File: src/rtl/bg_fade_sequencer.sv
// -----------------------------------------------------------------------------
// bg_fade_sequencer
//
// Sequences background-level changes for the background mapper path. A request
// from the game FSM fades the active background out one brightness step per
// FRAMES_PER_STEP frame ticks, swaps the background select during vertical
// blank, then fades the new background back in.
//
// Ports:
//   vga_clk                     pixel clock (only clock)
//   Reset                       synchronous, active-high reset
//   DrawX, DrawY                current pixel column / row
//   blank                       high = active video
//   req_valid, req_sel          level-change request and requested background
//   req_ready                   request can be accepted (high only in IDLE)
//   bg_sel                      registered select for the external mapper mux
//   busy                        transition in progress (= !req_ready)
//   done                        one-cycle pulse when a request completes
//   in_red/in_green/in_blue     selected mapper RGB
//   red/green/blue              faded RGB, registered (1-cycle latency)
//
// Handshake: a request transfers on a rising vga_clk edge where
// req_valid && req_ready are both high. The requester must hold req_valid and
// req_sel stable until that edge; req_ready never depends on req_valid.
// -----------------------------------------------------------------------------
module bg_fade_sequencer #(
   parameter int NUM_BG          = 4,
   parameter int SEL_W           = 2,
   parameter int RESET_SEL       = 0,
   parameter int FRAMES_PER_STEP = 2,
   parameter int V_ACTIVE        = 480
) (
   input  logic             vga_clk,
   input  logic             Reset,
   input  logic [9:0]       DrawX,
   input  logic [9:0]       DrawY,
   input  logic             blank,
   input  logic             req_valid,
   input  logic [SEL_W-1:0] req_sel,
   output logic             req_ready,
   output logic [SEL_W-1:0] bg_sel,
   output logic             busy,
   output logic             done,
   input  logic [3:0]       in_red,
   input  logic [3:0]       in_green,
   input  logic [3:0]       in_blue,
   output logic [3:0]       red,
   output logic [3:0]       green,
   output logic [3:0]       blue
);

   localparam logic [1:0] S_IDLE     = 2'd0;
   localparam logic [1:0] S_FADE_OUT = 2'd1;
   localparam logic [1:0] S_SWAP     = 2'd2;
   localparam logic [1:0] S_FADE_IN  = 2'd3;

   localparam int CNT_W = (FRAMES_PER_STEP > 1) ? $clog2(FRAMES_PER_STEP) : 1;
   localparam logic [CNT_W-1:0] CNT_LAST = CNT_W'(FRAMES_PER_STEP - 1);

   logic [1:0]       state;
   logic [4:0]       bright;    // 0..16, 16 = full brightness
   logic [CNT_W-1:0] frame_cnt;
   logic [SEL_W-1:0] pend_sel;

   logic frame_tick;
   logic accept;
   logic noop_req;
   logic step_due;

   // One pixel clock per frame: first column of the first blanked line.
   assign frame_tick = (DrawX == 10'd0) && (DrawY == 10'(V_ACTIVE));

   assign req_ready = (state == S_IDLE);
   assign busy      = ~req_ready;
   assign accept    = req_valid && req_ready;
   assign noop_req  = (req_sel == bg_sel) || (32'(req_sel) >= 32'(NUM_BG));
   assign step_due  = frame_tick && (frame_cnt == CNT_LAST);

   // Sequencer state
   always_ff @(posedge vga_clk) begin
      if (Reset) begin
         state     <= S_IDLE;
         bright    <= 5'd16;
         frame_cnt <= '0;
         bg_sel    <= SEL_W'(RESET_SEL);
         pend_sel  <= SEL_W'(RESET_SEL);
         done      <= 1'b0;
      end else begin
         done <= 1'b0;
         case (state)
            S_IDLE: begin
               // A frame tick coinciding with the accept is deliberately not
               // counted: the counter is simply cleared here.
               if (accept) begin
                  pend_sel  <= req_sel;
                  frame_cnt <= '0;
                  if (noop_req) begin
                     done <= 1'b1;
                  end else begin
                     state <= S_FADE_OUT;
                  end
               end
            end
            S_FADE_OUT: begin
               if (frame_tick) begin
                  if (step_due) begin
                     frame_cnt <= '0;
                     bright    <= bright - 5'd1;
                     if (bright == 5'd1) begin
                        state <= S_SWAP;
                     end
                  end else begin
                     frame_cnt <= frame_cnt + 1'b1;
                  end
               end
            end
            S_SWAP: begin
               // Reached right after a frame tick, i.e. inside vertical blank.
               bg_sel    <= pend_sel;
               frame_cnt <= '0;
               state     <= S_FADE_IN;
            end
            default: begin // S_FADE_IN
               if (frame_tick) begin
                  if (step_due) begin
                     frame_cnt <= '0;
                     bright    <= bright + 5'd1;
                     if (bright == 5'd15) begin
                        state <= S_IDLE;
                        done  <= 1'b1;
                     end
                  end else begin
                     frame_cnt <= frame_cnt + 1'b1;
                  end
               end
            end
         endcase
      end
   end

   // Colour scaling: (in * bright) >> 4 keeps product bits [7:4]; bright=16
   // reproduces the input exactly.
   logic [8:0] prod_r, prod_g, prod_b;

   assign prod_r = 9'(in_red)   * 9'(bright);
   assign prod_g = 9'(in_green) * 9'(bright);
   assign prod_b = 9'(in_blue)  * 9'(bright);

   always_ff @(posedge vga_clk) begin
      if (Reset || !blank) begin
         red   <= 4'd0;
         green <= 4'd0;
         blue  <= 4'd0;
      end else begin
         red   <= prod_r[7:4];
         green <= prod_g[7:4];
         blue  <= prod_b[7:4];
      end
   end

endmodule

File: config.mk
export PLATFORM = sky130hd
export DESIGN_NAME = bg_fade_sequencer
export DESIGN_NICKNAME = d
export VERILOG_FILES = /design/src/rtl/bg_fade_sequencer.sv
export SDC_FILE = /design/constraint.sdc
export NUM_CORES = 1
export LEC_CHECK = 0
export BUFFER_PORTS_ARGS = -buffer_cell sky130_fd_sc_hd__buf_2
export CORE_ASPECT_RATIO = 1.5
export CORE_MARGIN = 5
export CORE_UTILIZATION = 45
export DETAILED_ROUTE_END_ITERATION = 10
export PLACE_DENSITY_LB_ADDON = 0.05
export SLEW_MARGIN = 25
export SYNTH_ARGS = -nofsm -noshare
export SYNTH_HDL_FRONTEND = slang
export SYNTH_SLANG_ARGS = --single-unit
File: constraint.sdc
create_clock -name vga_clk -period 6.3 [get_ports vga_clk]
set_input_delay 1.575 -clock vga_clk [delete_from_list [all_inputs] [get_ports vga_clk]]
set_output_delay 1.575 -clock vga_clk [all_outputs]
set_load 0.03 [all_outputs]
After elaboration in Yosys (flattened, before gate mapping)
Cells that the tools add are included.

operators by class
  equality and inequality tests = 11
  mux-type cells = 24
  add/subtract/negate cells = 3
  multiply operators = 3
  bitwise logic cells = 2
  reduce and logical (&&, ||, !) cells = 16

operator list
  cell                                                                 count
  4-bit by 5-bit multiplier with 8-bit output                          3
  5-bit 2-to-1 mux                                                     4
  2-bit 2-to-1 mux                                                     8
  10-bit by 9-bit == test with 1-bit output (second input constant)    1
  10-bit logical NOT                                                   1
  5-bit case mux with 2 select lines                                   1
  1-bit 2-to-1 mux                                                     8
  2-bit inequality test (second input constant)                        4
  8-bit AND reduction                                                  1
  2-bit case mux with 3 select lines                                   1
  3-bit nonzero test                                                   2
  5-bit by 1-bit adder with 5-bit output (second input constant)       1
  5-bit by 1-bit == test with 1-bit output (second input constant)     1
  5-bit by 4-bit == test with 1-bit output (second input constant)     1
  5-bit by 1-bit subtractor with 5-bit output (second input constant)  1
  1-bit case mux with 2 select lines                                   2
  2-bit AND reduction                                                  2
  4-bit nonzero test                                                   1
  2-bit OR reduction                                                   2
  1-bit logical AND                                                    3
  3-bit AND reduction                                                  1
  2-bit by 1-bit == test with 1-bit output (second input constant)     1
  2-bit == test                                                        1
  2-bit == test (second input constant)                                1
  6 further kinds                                                      7

word-level totals
  flip-flop bits (word level) = 25

Logic depth before layout (Yosys ltp)
  depth in word-level cells = 6
  depth in mapped cells = 13
  mapped depth without buffers = 11

Worst setup path after synthesis
OpenSTA, ideal clock, no wires.

  path type = input to register
  from = input in_blue[3]
  to = register blue[3]
  slack = 2,096 ps
  stages = 11
  buffers on the path = 0
  data arrival time = 4,077 ps
  cell sequence = and2_1 -> fa_1 -> inv_1 -> fa_1 -> inv_1 -> ha_1 -> and3_1 -> a221o_1 -> a31oi_1 -> xnor2_1 -> nor2_1

between the ends
  longest elaborated chain between the ends = 1

ends and longest elaborated chain
  what                                         line  text
  start, declared                              46    input logic [3:0] in_blue,
  4-bit by 5-bit multiplier with 8-bit output  147   assign prod_b = 9'(in_blue) * 9'(bright);
  end signal, assigned                         157   blue <= prod_b[7:4];
  end, declared                                49    output logic [3:0] blue

Every way passes these cells.
A chain may end at the register's enable or synchronous reset.

Final worst setup path
  from = input in_green[3]
  to = register green[3]

between the ends
  longest elaborated chain between the ends = 1

ends and longest elaborated chain
  what                                         line  text
  start, declared                              45    input logic [3:0] in_green,
  4-bit by 5-bit multiplier with 8-bit output  146   assign prod_g = 9'(in_green) * 9'(bright);
  end signal, assigned                         156   green <= prod_g[7:4];
  end, declared                                48    output logic [3:0] green,

Every way passes these cells.

==> results by group <==
Detailed routing
  • DR vias: 2064
  • DRC: 0
  • Vias per Instance: 5.15
  • DR pass1 iterations: 4
  • First-iteration detailed-routing DRC count: 34
  • Wire per inst: 13.1 um
  • Routed Antenna Nets: 0
  • Final WL: 5.26 mm

Setup path
  • Critical path cell sequence: buf_2, and2_1, fa_1, inv_1, fa_1, inv_1, ha_1, and3_1, a221o_1, a31oi_1, xnor2_1, nor2_1
  • Worst R2R Start: bright[0]
  • Reg2Reg Depth: 10
  • CP delay by family, top: adder cells
  • Slowest-stage cell, CP: fa_1
  • Crit. path cell count: 12
  • Crit path from: in_green[3]
  • Critical path buffers and inverters: 3
  • WS Path Type: primary input to flip-flop
  • WP data required: 6.44 ns
  • Worst path max stage delay: 0.53 ns
  • Setup slack, reg-to-reg: 2.88 ns
  • Worst setup path endpoint: green[3]
  • Startpoint types: primary input
  • CP endpoint kind: flip-flop
  • Crit path DAT: 4.35 ns
  • Reg-to-Reg End: blue[3]
  • Worst-path maximum fanout: 5

Finish
  • Cell Count, Final, Fillers Out: 401
  • Area grow syn2layout: 14.0%
  • N_diodes: 0
  • Most frequent cells in the layout: buf_2, ha_1, and2_1
  • Commonest non-fill, non-tap cell in the layout: buf_2
  • Nets@finish: 420
  • Finished Cell Area: 2860 um^2
  • Layout cells sized above 1: 0.199

Floorplan
  • Die width: about 71 um
  • # rows: 33
  • Initial Utilization: 0.461
  • Io pins: 55
  • Core ar.: 5450 um^2
  • Die Ht: 101 um
  • Die Area: 7210 um^2

Place
  • Port Buffers: 54
  • GPL Wtd Cong: between 0.7 and 0.8
  • DP HPWL: 4.26 mm
  • DP Area: 2820 um^2
  • Placed cells: just under 400

GRT
  • Number of global-route vias before repair: 2135
  • Global route overflow: 0
  • Initial antenna violation count: 0
  • First-pass GRT wire length: ~9.1 mm
  • GRT Overall Usage: 0.152
  • Largest net degree at the start of global routing: 20

STA
  • Post-layout minimum cycle time: 4.21 ns
  • Tcrit/Tclk final: 0.669
  • Setup TNS: 0 ns
  • Setup Viol. Count Final: 0
  • Worst Skew: around 0.0073 ns
  • Slew margin rel.: 0.573
  • Final Max Slew Viols: 0
  • Unrepaired setup endpoints after global routing: false
  • F_max: 237 MHz
  • Worst-margin pin slew: 0.640 ns
  • Final Hold Vio Count: 0

Synthesis
  • Yosys cell types: 44
  • Post-synth top area share: 0.199
  • Syn nets: 370
  • Synth Warn #: 0
  • Post-Syn Instances: around 280
  • Top_reg_cell synth: dfxtp_1
  • Post-synthesis average cell area: a little under 9 um^2
  • Top cell type by total area after synthesis: dfxtp_1
  • Top post-synthesis cells by area: dfxtp_1, ha_1, fa_1
  • Sequential area share after synthesis: 0.199
  • Seq cells post-synth: 25
  • EDFF count, synth: 0
  • Post-synth ARST share: 0
  • Synthesized area: between 2000 and 3000 um^2

Clock tree
  • Hold Buf Count CTS: 0
  • Clock-pin slew on the worst setup and hold paths: 0.08 ns
  • Num CTS Buffers: 3
  • Skew-Pair Late Insertion Delay: 0.27 ns
  • Root Buffer: clkbuf_8
  • Max H-tree Level: 1
  • CTS Buffer Depth: 2
  • CTS tree: yes
  • Postcts setup bufs: 0
  • Post-cts sizing count: 0
  • Clock sinks: 25

Run status
  • Status: complete, no violations

Power
  • Power density over the cells: 148 nW/um^2
  • Peak supply drop: 0.000113 V
  • Leakage: 1.45 nW

Min path
  • Worst Hold Class: flip-flop to flip-flop

Run
  • Max Cap Viol: 0
==> report_power, final <==
group          switching [W]  internal (W)
combinational      0.0000952     0.0000602
sequential        0.00000488      0.000167
clock              0.0000494     0.0000452
total               0.000150      0.000273
==> state kept, by name (all words and copies together) (netlist names) <==
signal and count:
bright 5, blue 4, green 4, red 4
bg_sel 2, pend_sel 2, state 2, done 1
frame_cnt 1
==> routing by layer <==
metal	GRT usage	routed length (um)	vias to the layer above
met1	0.161	2010	985
met5	0	0	-
li1	-	-	1048
met4	0.0478	68	0
met2	0.312	3040	25
met3	0.00894	134	6
==> per-stage QoR <==
stage           util  setup slack (ns)  power, W  hold slack, ns
6_report       0.525              2.09  0.000422           0.458
5_1_grt        0.525              1.94  0.000450           0.499
4_1_cts        0.525              2.07  0.000428           0.463
3_5_place_dp   0.517              1.79  0.000332           0.450
3_3_place_gp   0.517              1.81  0.000332           0.447
2_1_floorplan      -              2.10  0.000292           0.433
==> worst min-delay path, cell delays in order, from the launching register on <==
cell and delay [ns]:
dfxtp_1 0.31, nand2_1 0.05, a21oi_1 0.05
==> synthesized netlist by cell type, types with 2 or more instances <==
master,instances
fa_1,15
and2_1,34
a21o_1,3
a31oi_1,7
clkbuf_1,6
nand3_1,4
nor4_4,2
inv_1,20
o21ai_0,3
or3_1,2
xnor2_1,13
nand4_1,3
a21oi_1,11
buf_6,2
nor2b_1,2
a32o_1,2
xor2_1,9
dfxtp_1,25
a221o_1,3
nand2_1,26
nor2_1,23
ha_1,35
and4_1,3
mux2i_1,3
and3_1,4
nand2b_1,4
==> how the worst min path moves through the flow <==
stage	from	to	depth (start not counted)
6_report	pend_sel[0]	pend_sel[0]	2
2_1_floorplan	pend_sel[0]	pend_sel[0]	2
5_1_grt	pend_sel[1]	pend_sel[1]	2
4_1_cts	pend_sel[0]	pend_sel[0]	2
3_3_place_gp	pend_sel[0]	pend_sel[0]	2
3_5_place_dp	pend_sel[0]	pend_sel[0]	2
==> final cells by class <==
| cell class | count | area (um^2) |
|---|---|---|
| clock buffer | 4 | 45.0 |
| timing repair buffer | 54 | 270 |
| tap | 70 | 87.6 |
| sequential | 25 | 500 |
| multi-input combinational | 228 | 1880 |
| fill | 594 | 2590 |
| inverter | 20 | 75.1 |
==> cells by family after synthesis <==
kind of cell	after synthesis	share of synthesized area
simple gates	118	0.276
mux	3	0.0120
flops	25	0.199
compound gates	35	0.0917
xor+xnor	22	0.0767
buf+inv	29	0.0508
fa+ha+maj	50	0.294
No activity file was read; power rests on OpenSTA's default activity.
